$ cat config.mk
export PLATFORM = sky130hd
export DESIGN_NAME = rr_byte_arbiter
export DESIGN_NICKNAME = d
export VERILOG_FILES = /design/src/rtl/rr_byte_arbiter.sv
export SDC_FILE = /design/constraint.sdc
export NUM_CORES = 1
export LEC_CHECK = 0
export ABC_AREA = 1
export BUFFER_PORTS_ARGS = -buffer_cell sky130_fd_sc_hd__buf_4
export CORE_MARGIN = 10
export CORE_UTILIZATION = 45
export CTS_CLUSTER_DIAMETER = 150
export DETAILED_ROUTE_END_ITERATION = 10
export PLACE_DENSITY = 0.76
export SLEW_MARGIN = 15
export SYNTH_ARGS = -nofsm -noshare
export SYNTH_HDL_FRONTEND = slang
export SYNTH_SLANG_ARGS = --single-unit
$ cat constraint.sdc
create_clock -name clk -period 1.44 [get_ports clk]
set_input_delay 0.072 -clock clk [delete_from_list [all_inputs] [get_ports clk]]
set_output_delay 0.072 -clock clk [all_outputs]
set_load 0.01 [all_outputs]
$ cat src/rtl/rr_byte_arbiter.sv
// Four-channel round-robin byte arbiter.
// A winner is chosen in IDLE (or straight out of a HOLD handshake), and its
// byte is captured one cycle later in SETTLE, together with a one-cycle grant
// pulse. The byte then sits in HOLD until downstream accepts it.
module rr_byte_arbiter #(
    parameter int WIDTH = 8
) (
    input  logic             clk,
    input  logic             rst_n,
    input  logic [3:0]       req,
    input  logic [WIDTH-1:0] din3,
    input  logic [WIDTH-1:0] din2,
    input  logic [WIDTH-1:0] din1,
    input  logic [WIDTH-1:0] din0,
    input  logic             out_ready,
    output logic             sel1,
    output logic             sel0,
    output logic [3:0]       gnt,
    output logic             out_valid,
    output logic [WIDTH-1:0] out_data,
    output logic [7:0]       xfer_cnt
);

    typedef enum logic [1:0] {
        IDLE   = 2'd0,
        SETTLE = 2'd1,
        HOLD   = 2'd2
    } state_t;

    state_t           state_q, state_d;
    logic [1:0]       sel_q, sel_d;
    logic [1:0]       ptr_q, ptr_d;
    logic [3:0]       gnt_q, gnt_d;
    logic             out_valid_q, out_valid_d;
    logic [WIDTH-1:0] out_data_q, out_data_d;
    logic [7:0]       xfer_cnt_q, xfer_cnt_d;

    logic [3:0]       elig;
    logic [1:0]       winner;
    logic [WIDTH-1:0] din_sel;

    // Round-robin search starting just after the last served channel.
    // Offset 4 wraps back onto ptr itself, so it has the lowest priority.
    function automatic logic [1:0] rr_pick(input logic [1:0] ptr,
                                           input logic [3:0] mask);
        logic [1:0] idx;
        logic [1:0] res;
        logic       found;
        res   = ptr;
        found = 1'b0;
        for (int i = 1; i <= 4; i++) begin
            idx = ptr + 2'(i);
            if (!found && mask[idx]) begin
                res   = idx;
                found = 1'b1;
            end
        end
        return res;
    endfunction

    // A channel holding the grant pulse this cycle is not eligible, so a
    // source that drops req one cycle after gnt is never served twice.
    always_comb begin
        elig   = req & ~gnt_q;
        winner = rr_pick(ptr_q, elig);
    end

    // Data mux driven by the registered select.
    always_comb begin
        din_sel = din0;
        case (sel_q)
            2'd0:    din_sel = din0;
            2'd1:    din_sel = din1;
            2'd2:    din_sel = din2;
            default: din_sel = din3;
        endcase
    end

    // Next-state and datapath updates; gnt defaults low so it only pulses.
    always_comb begin
        state_d     = state_q;
        sel_d       = sel_q;
        ptr_d       = ptr_q;
        gnt_d       = 4'b0000;
        out_valid_d = out_valid_q;
        out_data_d  = out_data_q;
        xfer_cnt_d  = xfer_cnt_q;
        case (state_q)
            IDLE: begin
                if (|elig) begin
                    sel_d   = winner;
                    state_d = SETTLE;
                end
            end
            SETTLE: begin
                out_data_d  = din_sel;
                out_valid_d = 1'b1;
                gnt_d       = 4'b0001 << sel_q;
                ptr_d       = sel_q;
                state_d     = HOLD;
            end
            HOLD: begin
                if (out_valid_q && out_ready) begin
                    xfer_cnt_d  = xfer_cnt_q + 8'd1;
                    out_valid_d = 1'b0;
                    if (|elig) begin
                        sel_d   = winner;
                        state_d = SETTLE;
                    end else begin
                        state_d = IDLE;
                    end
                end
            end
            default: begin
                state_d = IDLE;
            end
        endcase
    end

    // State register; reset abandons any transfer in flight.
    always_ff @(posedge clk) begin
        if (!rst_n) begin
            state_q     <= IDLE;
            sel_q       <= 2'd0;
            ptr_q       <= 2'd3;
            gnt_q       <= 4'b0000;
            out_valid_q <= 1'b0;
            out_data_q  <= '0;
            xfer_cnt_q  <= 8'd0;
        end else begin
            state_q     <= state_d;
            sel_q       <= sel_d;
            ptr_q       <= ptr_d;
            gnt_q       <= gnt_d;
            out_valid_q <= out_valid_d;
            out_data_q  <= out_data_d;
            xfer_cnt_q  <= xfer_cnt_d;
        end
    end

    assign sel1      = sel_q[1];
    assign sel0      = sel_q[0];
    assign gnt       = gnt_q;
    assign out_valid = out_valid_q;
    assign out_data  = out_data_q;
    assign xfer_cnt  = xfer_cnt_q;

endmodule

After elaboration in Yosys (flattened, before gate mapping)
Index checks and enable logic that the tools add are counted.

Register bits: 27. Latch bits: 0. Memory bits (writable): 0. ROM bits: 0. Bits of input ports: 39. Memories: 0.

Add/subtract/negate cells: 4. Multipliers: 0. Divide/modulo/power cells: 0. Order comparisons: 4. Equality and inequality tests: 6. Shift-type cells: 1. Mux-type cells: 25. Bitwise gates (word level): 2. Reductions and logical operators: 17.

Operators by type and width (number): $pmux 8 s3 (1); $mux 2 (8); $lt 2x3->1 const B (4); $reduce_and 2->1 (5); $mux 1 (9); $add 8x1->8 const B (1); $bmux 1 s2 (4); $pmux 2 s3 (1); $add 2x2->2 const B (2); $and 4x4->4 (1); $eq 2x1->1 const B (2); $eq 2x2->1 const B (2); $logic_and 1x1->1 (4); $logic_not 2->1 (2); $ne 2x2->1 const B (2); $not 4->4 (1); $pmux 2 s2 (1); $reduce_bool 2->1 (2); $reduce_or 4->1 (1); $shl 1x2->4 const A (1); $logic_not 1->1 (3); $add 2x1->2 const B (1); $pmux 1 s2 (1).

Depth between registers and ports, before layout
Depth after elaboration: 17. Mapped depth: 12. Gate-level depth less buffers: 11.

Worst setup path after synthesis
Ideal clock, no wire load.

Kind: register to register. Start point: register sel_q[0]. End point: register out_data_q[3] (netlist: out_data[3]). Arrival time: 1.128 ns. Path slack: 0.184 ns. Cell stages (with the launch flop): 9. Buffers on the path: 1. Clock period less this slack: 1.256 ns. Cells stage by stage: dfxtp_1 > buf_2 > inv_1 > nand2_1 > inv_1 > nand2_1 > nand2_1 > a221oi_1 > a21oi_1.

Word-level cells in the longest chain between the ends: 2.

Ends and longest elaborated chain: start: declaration (line 31) `logic [1:0] sel_q, sel_d;`; start signal: assignment (line 132) `sel_q <= sel_d;`; $eq 2x2->1, or another cell as far along (line 71) `case (sel_q)`; $pmux 8 s3 * (line 71); end signal: assignment (line 136) `out_data_q <= out_data_d;`; end: declaration (line 35) `logic [WIDTH-1:0] out_data_q, out_data_d;`.

Mark *: on every way between the ends. The rest lies on a longest branch, timed or not. A chain may end at the register's enable or synchronous reset.

Worst setup path after layout
Start point: register ptr_q[0]. End point: register sel_q[0].

Word-level cells in the longest chain between the ends: 16.

Ends and longest elaborated chain: start: declaration (line 32) `logic [1:0] ptr_q, ptr_d;`; start signal: assignment (line 133) `ptr_q <= ptr_d;`; $add 2x1->2 (line 52) `idx = ptr + 2'(i);`; $bmux 1 s2 (line 53) `if (!found && mask[idx]) begin`; $mux 1 (implied by the code) (line 53); $mux 1 (line 53); $logic_not 1->1 (line 53); $logic_and 1x1->1 (line 53); $mux 1 (line 53); $logic_not 1->1 (line 53); $logic_and 1x1->1 (line 53); $mux 1 (line 53); $logic_not 1->1 (line 53); $logic_and 1x1->1 (line 53); $mux 2 * (line 53); $mux 2 * (line 90, 106); $mux 2 (line 103) `if (out_valid_q && out_ready) begin`; $pmux 2 s2 * (line 88) `case (state_q)`.

Mark *: on every way between the ends. The rest lies on a longest branch, timed or not. The select of a mux whose other input is x is not followed.

==> results.py <==
metrics = {
    "place": {
        "place_congestion": 0.810,
        "post-place-cells": 314,
        "hpwl_um": 3270,
        "portBuffers": 61,
    },
    "final_layout": {
        "post_route_cells_drive_above_1_share": 0.401,
        "stdcell_count": 323,
        "antenna-diode-count": 0,
        "area_growth_pct": 49.5,
        "numnets_final": 320,
        "fill_cells": 269,
    },
    "sta": {
        "report.final.slew_viol_count": 0,
        "clock-skew-final_ns": 0.0150,
        "final-hold-violation-count": 0,
        "relSlewSlack": 0.764,
        "final_worst_path_period_need_ns": 1.37,
        "worst_slew_pin_slew_ns": 0.354,
        "period_share": 0.951,
        "fin_worst_hold_slack_ns": 0.00239,
        "report.final.setup_viol": 0,
        "clock.fmax_mhz": 731,
        "rsz0062_at_grt": "yes",
    },
    "floorplanning": {
        "design.die.area_um2": 5900,
        "floorplan.initialDensity": 0.472,
        "total_i_o_pin_count": 62,
        "die_h_um": 76.8,
        "placement_rows": 20,
        "chipWidth_um": 76.8,
        "core_area_um2": 3080,
    },
    "grt": {
        "global_route.overflow_total": 0,
        "grt_pass1_wl_um": 6710,
        "grt_pass1_vias": 1588,
        "grt_usage": 0.132,
        "grt_antenna_before_repair": 0,
        "grt_start_max_net_pins": 17,
    },
    "critical_path": {
        "worstSetupStartpointType": "flop",
        "timing.critical_path.fanout_max": 6,
        "regToRegStartpoint": "ptr_q[0]$_SDFFE_PN1N_",
        "crit_arrival_ns": 1.59,
        "timing.setup.critical_path_class": "reg2reg",
        "critPathLaunch": "ptr_q[0]$_SDFFE_PN1N_",
        "timing.critical_path.required_ns": 1.66,
        "crit_path_end_kind": "flop",
    },
    "synthesis": {
        "postSynthRegisterBits": 27,
        "ys_types": 32,
        "synth.net_count": 244,
        "sequential_fraction_of_the_synthesis_area": 0.372,
        "syn_inst": 204,
        "synth.yosys.warnings": 0,
        "synth.avg_cell_area_um2": 7.12,
        "netlist_area_um2": 1450,
    },
    "power": {
        "power.static_leakage_nw": 1.04,
        "reported_net_switching_power_mw": 0.764,
        "power.density_nw_per_um2": 973,
        "sequentialPowerShare": 0.424,
        "clock_power_share": 0.153,
        "cell_internal_pwr_mw": 1.35,
        "irDropWorstVdd_v": 0.000679,
        "sw_frac_of_total": 0.361,
        "power.share.combinational": 0.422,
    },
    "clock_network": {
        "clock_tree.buffer_depth": 2,
        "cts.reportedPaths.clkPinSlew_ns": 0.15,
        "clk_latency_ns": 0.32,
        "cts_root_buf": "clkbuf_4",
        "cts.sinks": 27,
        "tritoncts_clock_tree": "yes",
        "numCtsBuffers": 3,
        "htree_num_levels": 1,
    },
    "drt": {
        "drc": 0,
        "first_drt_pass_iteration_count": 4,
        "wl_per_cell_um": 13.1,
        "vias": 1585,
        "detail_route.vias_per_cell": 4.91,
        "drt.antenna.violating_nets": 0,
        "initialDrtViolationCount": 55,
        "route.final.wire_length_um": 4230,
    },
    "flow_run": {
        "maxCapViolations": 0,
    },
    "worst_hold_path": {
        "hold_path.class": "in2reg",
        "hold_path_startpoint": "din3[7]",
    },
    "outcome": {
        "status": "complete, no violations",
    },
}
==> critical path, cell delays in order (launching register included) <==
cell,delay (ns)
dfxtp_4,0.41
buf_4,0.16
nand3_1,0.07
nand3_1,0.09
nand2_2,0.13
nand3_2,0.11
nand3_1,0.08
nand2_1,0.05
o21ai_1,0.12
inv_1,0.05
==> state kept, by name, indices dropped and copies added, names as in the netlist <==
register / flops
state_q: 2
out_data: 8
ptr_q: 2
gnt: 4
xfer_cnt: 8
sel_q: 2
out_valid: 1
==> routing by layer <==
| metal | global-route usage | share of wire |
|---|---|---|
| met4 | 0.0390 | 0.0097 |
| met3 | 0.0641 | 0.091 |
| met1 | 0.129 | 0.38 |
| met5 | 0 | 0 |
| met2 | 0.239 | 0.52 |
==> Yosys cell counts, drive strengths merged <==
cell type / n / area share
nand2: 44 / 0.12
inv: 30 / 0.083
dfxtp: 27 / 0.37
nand3: 26 / 0.12
nor2: 21 / 0.061
o21ai: 15 / 0.052
a21oi: 12 / 0.044
a221oi: 7 / 0.042
a31oi: 6 / 0.026
nor3: 4 / 0.017
buf: 3 / 0.015
a211oi: 1 / 0.0052
clkbuf: 1 / 0.0026
clkinv: 1 / 0.0026
ha: 1 / 0.0086
nand3b: 1 / 0.0052
nor3b: 1 / 0.0052
nor4: 1 / 0.0086
o21ba: 1 / 0.0069
xor2: 1 / 0.0060
==> placed cells by master (no fill, tap or decap), types with 4 or more instances in the layout <==
cell / count
nand3_1: 13
a31oi_1: 6
nor2_1: 19
inv_1: 25
buf_4: 72
a221oi_1: 7
nand3_2: 10
nand2_2: 6
o21ai_0: 12
nand2_1: 36
inv_2: 4
dfxtp_1: 23
a21oi_1: 11
==> power by group through the flow <==
stage / logic [mW] / clock network [mW] / registers, mW
5_1_grt: 1.00 / 0.360 / 0.910
2_1_floorplan: 0.459 / 0 / 0.912
3_3_place_gp: 0.813 / 0 / 0.896
6_report: 0.892 / 0.324 / 0.897
4_1_cts: 0.824 / 0.339 / 0.881
3_5_place_dp: 0.814 / 0 / 0.896
==> cell type report <==
class,instances,area [um2],area share
Timing Repair Buffer,75,571,0.263
Clock buffer,3,22.5,0.0104
Inverter,31,129,0.0593
Clock inverter,1,7.51,0.00346
Tap cell,44,55.1,0.0253
Sequential cell,27,548,0.252
Multi-Input combinational cell,142,840,0.387
==> per-stage QoR <==
stage | TNS, ns | worst slack [ns] | power, mW | util | instance area (um2)
2_1_floorplan | 0 | 0.184 | 1.37 | - | 1450
3_3_place_gp | 0 | 0.0668 | 1.71 | 0.657 | 2020
3_5_place_dp | 0 | 0.0635 | 1.71 | 0.657 | 2020
4_1_cts | 0 | 0.0360 | 2.04 | 0.676 | 2080
5_1_grt | -0.0632 | -0.0385 | 2.27 | 0.706 | 2170
6_report | 0 | 0.0711 | 2.11 | 0.706 | 2170
==> final timing paths <==
| path | endpoint | slack (ns) | depth (start not counted) |
|---|---|---|---|
| hold reg to reg | xfer_cnt[6]$_SDFFE_PN0P_ | 0.53 | 2 |
| setup reg to reg | sel_q[0]$_SDFFE_PN0P_ | 0.07 | 9 |
| hold / removal | out_data[7]$_SDFFE_PN0N_ | 0.002 | 3 |
| setup / recovery | sel_q[0]$_SDFFE_PN0P_ | 0.07 | 9 |
==> what timing repair did <==
item,in CTS,in global routing
endpoints found under the setup margin,0,6
hold buffers,3,0
gates resized for setup,0,26
hold endpoints to repair,3,0
setup buffers,0,3
==> cells by family after synthesis <==
kind of cell	synth area share
buffers and inverters	0.102
flip-flops	0.372
AND/OR/NAND/NOR	0.335
adder cells (fa/ha/maj)	0.00861
AO/OA/AOI/OAI	0.176
XOR/XNOR	0.00603
No activity file was read; power rests on OpenSTA's default activity.
